### config.mk
export PLATFORM = sky130hd
export DESIGN_NAME = riscv_multicycle
export DESIGN_NICKNAME = d
export VERILOG_FILES = /design/src/rtl/riscv_multicycle.sv
export SDC_FILE = /design/constraint.sdc
export NUM_CORES = 2
export LEC_CHECK = 0
export CAP_MARGIN = 20
export CORE_MARGIN = 2
export CORE_UTILIZATION = 55
export CTS_BUF_LIST = sky130_fd_sc_hd__clkbuf_4 sky130_fd_sc_hd__clkbuf_8
export CTS_CLUSTER_DIAMETER = 200
export DETAILED_ROUTE_END_ITERATION = 12
export HOLD_SLACK_MARGIN = 0.05
export PLACE_DENSITY_LB_ADDON = 0.2
export SYNTH_ARGS = -nofsm -noshare
export SYNTH_HDL_FRONTEND = slang
export SYNTH_SLANG_ARGS = --single-unit
### constraint.sdc
create_clock -name clk -period 13.5 [get_ports clk]
set_clock_uncertainty 0.15 [all_clocks]
set_input_delay 1.35 -clock clk [delete_from_list [all_inputs] [get_ports clk]]
set_output_delay 1.35 -clock clk [all_outputs]
set_load 0.005 [all_outputs]
### src/rtl/riscv_multicycle.sv
// Multicycle RV32I subset core (lw, sw, add, sub, and, or, slt, addi, andi, ori, slti, beq, jal)
// with one unified memory port using a req/ready handshake.
module riscv_multicycle #(
    parameter logic [31:0] RESET_PC = 32'h0000_0000,
    parameter int          REGS     = 32
) (
    input  logic        clk,
    input  logic        reset,
    output logic [31:0] Adr,
    output logic        MemReq,
    output logic        MemWrite,
    output logic [31:0] WriteData,
    input  logic [31:0] ReadData,
    input  logic        MemReady,
    output logic        Trap,
    output logic [3:0]  dbg_state
);

    // Memory handshake: a request is held (Adr/MemWrite/WriteData stable) while MemReq=1,
    // and completes on the first rising edge where MemReq and MemReady are both 1.
    typedef enum logic [3:0] {
        S_FETCH, S_DECODE, S_MEMADR, S_MEMREAD, S_MEMWB, S_MEMWRITE,
        S_EXECR, S_EXECI, S_ALUWB, S_BEQ, S_JAL, S_TRAP
    } state_t;

    localparam logic [6:0] OP_LOAD   = 7'b0000011;
    localparam logic [6:0] OP_STORE  = 7'b0100011;
    localparam logic [6:0] OP_R      = 7'b0110011;
    localparam logic [6:0] OP_I      = 7'b0010011;
    localparam logic [6:0] OP_BRANCH = 7'b1100011;
    localparam logic [6:0] OP_JAL    = 7'b1101111;
    localparam int         AW        = $clog2(REGS);

    state_t      state, state_next;
    logic        run;
    logic [31:0] pc, old_pc, instr, a, b, alu_out, data;
    logic [31:0] regs [REGS];
    logic [31:0] rs1_val, rs2_val, src_b, alu_res, rf_wdata;
    logic [31:0] imm_i, imm_s, imm_b, imm_j;
    logic        rf_we, fire, is_sub;
    logic [6:0]  opcode;
    logic [4:0]  rs1, rs2, rd;
    logic [2:0]  funct3;

    assign opcode = instr[6:0];
    assign rd     = instr[11:7];
    assign funct3 = instr[14:12];
    assign rs1    = instr[19:15];
    assign rs2    = instr[24:20];
    assign imm_i  = {{20{instr[31]}}, instr[31:20]};
    assign imm_s  = {{20{instr[31]}}, instr[31:25], instr[11:7]};
    assign imm_b  = {{19{instr[31]}}, instr[31], instr[7], instr[30:25], instr[11:8], 1'b0};
    assign imm_j  = {{11{instr[31]}}, instr[31], instr[19:12], instr[20], instr[30:21], 1'b0};
    assign fire   = MemReq && MemReady;

    // Indices 0 and beyond the implemented depth read as zero.
    always_comb begin
        rs1_val = '0;
        rs2_val = '0;
        if (rs1 != 5'd0 && {27'b0, rs1} < 32'(REGS)) rs1_val = regs[rs1[AW-1:0]];
        if (rs2 != 5'd0 && {27'b0, rs2} < 32'(REGS)) rs2_val = regs[rs2[AW-1:0]];
    end

    always_comb begin
        src_b  = (state == S_EXECI) ? imm_i : b;
        is_sub = (state == S_EXECR) && instr[30];
        unique case (funct3)
            3'b000:  alu_res = is_sub ? (a - src_b) : (a + src_b);
            3'b010:  alu_res = {31'b0, $signed(a) < $signed(src_b)};
            3'b110:  alu_res = a | src_b;
            3'b111:  alu_res = a & src_b;
            default: alu_res = a + src_b;
        endcase
    end

    // run holds MemReq low for the first cycle after reset release.
    always_ff @(posedge clk or negedge reset) begin
        if (!reset) begin
            state <= S_FETCH;
            run   <= 1'b0;
        end else begin
            state <= state_next;
            run   <= 1'b1;
        end
    end

    always_comb begin
        state_next = state;
        unique case (state)
            S_FETCH:    if (fire) state_next = S_DECODE;
            S_DECODE: begin
                unique case (opcode)
                    OP_LOAD, OP_STORE: state_next = S_MEMADR;
                    OP_R:              state_next = S_EXECR;
                    OP_I:              state_next = S_EXECI;
                    OP_BRANCH:         state_next = S_BEQ;
                    OP_JAL:            state_next = S_JAL;
                    default:           state_next = S_TRAP;
                endcase
            end
            S_MEMADR:   state_next = (opcode == OP_STORE) ? S_MEMWRITE : S_MEMREAD;
            S_MEMREAD:  if (fire) state_next = S_MEMWB;
            S_MEMWRITE: if (fire) state_next = S_FETCH;
            S_EXECR, S_EXECI: state_next = S_ALUWB;
            S_MEMWB, S_ALUWB, S_BEQ, S_JAL: state_next = S_FETCH;
            S_TRAP:     state_next = S_TRAP;
            default:    state_next = S_FETCH;
        endcase
    end

    always_comb begin
        MemReq   = 1'b0;
        MemWrite = 1'b0;
        Adr      = alu_out;
        rf_we    = 1'b0;
        rf_wdata = alu_out;
        unique case (state)
            S_FETCH: begin
                MemReq = run;
                Adr    = pc;
            end
            S_MEMREAD:  MemReq = run;
            S_MEMWRITE: begin
                MemReq   = run;
                MemWrite = run;
            end
            S_MEMWB: begin
                rf_we    = 1'b1;
                rf_wdata = data;
            end
            S_ALUWB: rf_we = 1'b1;
            S_JAL: begin
                rf_we    = 1'b1;
                rf_wdata = pc;
            end
            default: ;
        endcase
    end

    assign WriteData = b;
    assign Trap      = (state == S_TRAP);
    assign dbg_state = state;

    always_ff @(posedge clk or negedge reset) begin
        if (!reset) begin
            pc <= RESET_PC;
        end else begin
            if (state == S_FETCH && fire) pc <= pc + 32'd4;
            else if (state == S_BEQ && a == b) pc <= alu_out;
            else if (state == S_JAL) pc <= old_pc + imm_j;
        end
    end

    // Datapath latches are intentionally not reset; their enables are idle in reset.
    always_ff @(posedge clk) begin
        unique case (state)
            S_FETCH: if (fire) begin
                instr  <= ReadData;
                old_pc <= pc;
            end
            S_DECODE: begin
                a       <= rs1_val;
                b       <= rs2_val;
                alu_out <= old_pc + imm_b;
            end
            S_MEMADR:  alu_out <= a + ((opcode == OP_STORE) ? imm_s : imm_i);
            S_MEMREAD: if (fire) data <= ReadData;
            S_EXECR, S_EXECI: alu_out <= alu_res;
            default: ;
        endcase
        if (rf_we && rd != 5'd0 && {27'b0, rd} < 32'(REGS)) regs[rd[AW-1:0]] <= rf_wdata;
    end

endmodule

==> impl_metrics.yaml <==
outcome:
  outcome: "complete, no violations"
timing:
  worstMarginPinSlew_ns: 1.186
  setup_tns_ns: 0
  finalHoldViolCount: 0
  max_freq_ghz: 0.1714
  maxSlewHeadroom_pct: 20.77
  min_period_over_period_pct: 43.23
  fin_crit_ns: 5.836
  drv_slew: 0
  grt_setup_unrepaired: "false"
  setup-violations-final: 0
  hold_slack_ns: 0.3566
drt:
  drt-initial-drc-count: 6724
  drc_errors: 0
  wirelength_mm: 235.1
  post_drt_via_cell_ratio: 7.015
  vias: 47763
  wl_per_cell_um: 34.53
  firstDrtPassIters: 7
  postRouteAntennaNets: 0
setup_path:
  startpoint_type: "flop"
  rrSetupSlack_ns: 7.66
  r2r-start: "dbg_state[2]$_DFFE_PN0P_"
  slowest_stage: "dfrtp_1"
  worst-path-max-fanout: 33
  worst_r2r_endpoint: "alu_out[0]$_DFFE_PP_"
  crit_type: "flop to flop"
  required_ns: 13.99
  worstPathArrival_ns: 6.33
  slowest_delay_ns: 0.69
  endpoint_kind: "flop"
  cp_top_family: "compound AO/OA/AOI/OAI gates"
  reg2reg_depth: 16
  crit_top_cell: "a2111oi_0"
  crit_chain: "nor2b_1, nand3_1, buf_4, mux2_2, ha_1, fa_1, o21bai_1, a21oi_1, a31oi_1, o211ai_1, o21ai_1, a2111oi_0, nor2b_1, a2111oi_0, a2111oi_0, o21ai_0"
  cp_num_buf_inv: 1
grt:
  first_global_vias: 46157
  globalRouteOverflowTotal: 0
  grt_pass1_wl_mm: 328.5
  antenna_found_initial: 6
  grt_start_max_net_pins: 124
  grt_usage_pct: 37.20
pwr:
  pwr-share-comb_pct: 35.6
  switchingPower_uw: 5450
  p_clk_share_pct: 23.2
  cell_internal_pwr_uw: 9023
  p_seq_share_pct: 41.1
  p_leak_uw: 0.02599
  peakVddDrop_uv: 184.9
  power_density_nw_per_um2: 194.2
  swShare_pct: 37.66
placed_design:
  io_buffers: 105
  dp.cells: 6421
  place_congestion: 0.9995
  hpwl_mm: 144.7
logic_synthesis:
  syn_area_sq_um: 66820
  ys_warn_count: 0
  syn-mean-instance-area_sq_um: 13.77
  synth_seq_cells: 1253
  synth_edf_count: 1216
  yosysUniqueCellTypes: 89
  synth_cells: 4852
  synthArstFlopShare_pct: 2.953
  synth-seq-area-share_pct: 56.03
  synthFlopType: "edfxtp_1"
floorplan:
  initial_utilization_pct: 55.55
  fp.dieW_um: 352.6
  die-height_um: 352.6
  core_area_sq_um: 120300
  num_rows: 127
  dieArea_sq_um: 124300
  ios: 106
cells_and_area:
  drive_gt1_share_pct: 20.00
  stdcell_count: 6809
  nets: 5237
  syn_to_final_growth_pct: 11.55
cts:
  cts_setup_buffers: 0
  worstSkewPairLatency_ns: 0.95
  cts_resized: 0
  tritoncts: "yes"
  cts_root_buf: "clkbuf_8"
  clk_pin_slew_ns: 0.07
  cts_htree_levels: 4
  numCtsBuffers: 203
  numClockSinks: 1253
  cts_buffer_depth: 3
  hold_buffers: 0
min_path:
  hold_class: "input port to async pin"
flow_run:
  cap_violations: 0
per-stage QoR:
stage / util [%] / setup slack [ns] / power [uW] / instance area, sq um
2_1_floorplan: - / 8.317 / 8717 / 66940
3_3_place_gp: 58.27 / 7.948 / 10860 / 70090
3_5_place_dp: 58.33 / 7.877 / 10920 / 70170
4_1_cts: 61.72 / 7.833 / 14260 / 74250
5_1_grt: 61.97 / 7.450 / 14970 / 74540
6_report: 61.97 / 7.664 / 14470 / 74540
how the worst max path moves through the flow:
stage / slack (ns) / depth (start not counted) / from / end
3_3_place_gp: 7.95 / 16 / dbg_state[2]$_DFFE_PN0P_ / alu_out[0]$_DFFE_PP_
5_1_grt: 7.45 / 16 / dbg_state[2]$_DFFE_PN0P_ / alu_out[0]$_DFFE_PP_
2_1_floorplan: 8.32 / 2 / MemReady / data[0]$_DFFE_PP_
4_1_cts: 7.83 / 16 / dbg_state[2]$_DFFE_PN0P_ / alu_out[0]$_DFFE_PP_
3_5_place_dp: 7.88 / 16 / dbg_state[2]$_DFFE_PN0P_ / alu_out[0]$_DFFE_PP_
6_report: 7.66 / 16 / dbg_state[2]$_DFFE_PN0P_ / alu_out[0]$_DFFE_PP_
cells in the final DEF (no fill, tap or decap), types with 22 or more instances in the layout:
cell type / netlist / final
xnor2_1: 99 / 99
a221oi_1: 32 / 32
nand2b_1: 30 / 30
a211oi_1: 33 / 33
ha_1: 171 / 171
o21bai_1: 24 / 24
dfrtp_1: 37 / 37
o21ai_0: 203 / 203
a21o_1: 43 / 43
nand2_1: 231 / 229
a22oi_1: 51 / 51
mux4_2: 344 / 344
clkinv_1: 1 / 56
mux2_2: 156 / 156
edfxtp_1: 1216 / 1216
clkdlybuf4s50_1: 0 / 104
o211ai_1: 28 / 28
clkbuf_4: 0 / 62
inv_1: 129 / 128
o22ai_1: 114 / 114
nor2_4: 0 / 22
o221ai_1: 109 / 109
nand3_1: 67 / 67
clkbuf_8: 0 / 210
a21oi_1: 381 / 381
buf_4: 0 / 129
xor2_1: 65 / 65
mux2i_1: 308 / 308
clkinv_2: 1 / 29
conb_1: 2 / 33
nor3_1: 93 / 82
nor2b_1: 24 / 22
nor2_1: 256 / 233
a31oi_1: 25 / 25
cell usage after synthesis (8+ instances only):
| cell | count | area share [%] |
|---|---|---|
| a22oi_1 | 51 | 0.57 |
| o221ai_1 | 109 | 1.4 |
| nand2b_1 | 30 | 0.28 |
| o21bai_1 | 24 | 0.27 |
| mux2_2 | 156 | 2.6 |
| a211oi_1 | 33 | 0.37 |
| inv_1 | 129 | 0.72 |
| nand4_1 | 19 | 0.18 |
| a211o_1 | 21 | 0.28 |
| a31oi_1 | 25 | 0.23 |
| o21ai_0 | 203 | 1.5 |
| o21a_1 | 10 | 0.11 |
| or3_1 | 12 | 0.11 |
| clkbuf_1 | 227 | 1.3 |
| xnor2_1 | 99 | 1.3 |
| nor3_1 | 93 | 0.70 |
| mux4_2 | 344 | 12 |
| a21oi_1 | 381 | 2.9 |
| nor4_1 | 20 | 0.19 |
| o2bb2ai_1 | 11 | 0.14 |
| ha_1 | 171 | 3.2 |
| buf_2 | 26 | 0.19 |
| xor2_1 | 65 | 0.85 |
| nor2b_1 | 24 | 0.22 |
| o31ai_1 | 9 | 0.10 |
| dfrtp_1 | 37 | 1.4 |
| nor2_1 | 256 | 1.4 |
| nand3_1 | 67 | 0.50 |
| mux2i_1 | 308 | 4.6 |
| a2111oi_0 | 9 | 0.12 |
| buf_1 | 61 | 0.34 |
| a221oi_1 | 32 | 0.42 |
| edfxtp_1 | 1216 | 55 |
| o22ai_1 | 114 | 1.1 |
| a22o_1 | 8 | 0.10 |
| o211ai_1 | 28 | 0.31 |
| a21o_1 | 43 | 0.48 |
| and3_1 | 18 | 0.17 |
| nand2_1 | 231 | 1.3 |
routing by layer:
metal / up-vias / track usage, % / part of all wire (%)
met5: - / 0 / 0.0055
met4: 2 / 23.04 / 7.1
met3: 767 / 8.264 / 11
met2: 3304 / 58.42 / 46
met1: 23891 / 47.31 / 36
li1: 19799 / - / -
logic make-up (layout without fill, tap and decap cells):
| kind of cell | Yosys count | after routing | share of synthesized area, % |
|---|---|---|---|
| adder cells (fa/ha/maj) | 176 | 176 | 3.352 |
| other | 2 | 35 | 0.01124 |
| XOR/XNOR | 164 | 164 | 2.150 |
| multiplexers | 808 | 808 | 18.84 |
| buffers and inverters | 447 | 759 | 2.573 |
| flip-flops | 1253 | 1253 | 56.03 |
| AO/OA/AOI/OAI | 1189 | 1189 | 11.44 |
| AND/OR/NAND/NOR | 813 | 813 | 5.610 |
layout make-up:
type                            instances  area [sq um]
Inverter                              132         498.0
Sequential cell                      1253         37440
Timing Repair Buffer                  253          2447
Clock buffer                          272          3356
Multi-Input combinational cell       3183         28060
Fill cell                            9175         45750
Tap cell                             1612          2017
Antenna cell                            2         5.005
Clock inverter                        102         721.9
registers in the layout, indices dropped and copies added (netlist names), 4 cells and up:
signal	cells
WriteData	32
a	32
alu_out	32
data	32
dbg_state	4
instr	32
old_pc	32
pc	32
regs	1024
power groups by stage:
stage	clock network [uW]	registers (uW)	logic [uW]
2_1_floorplan	0	5670	3050
3_3_place_gp	0	6030	4830
3_5_place_dp	0	6030	4890
4_1_cts	3390	5950	4920
5_1_grt	3550	5950	5460
6_report	3360	5950	5160
Power figures use the tool's default switching activity.
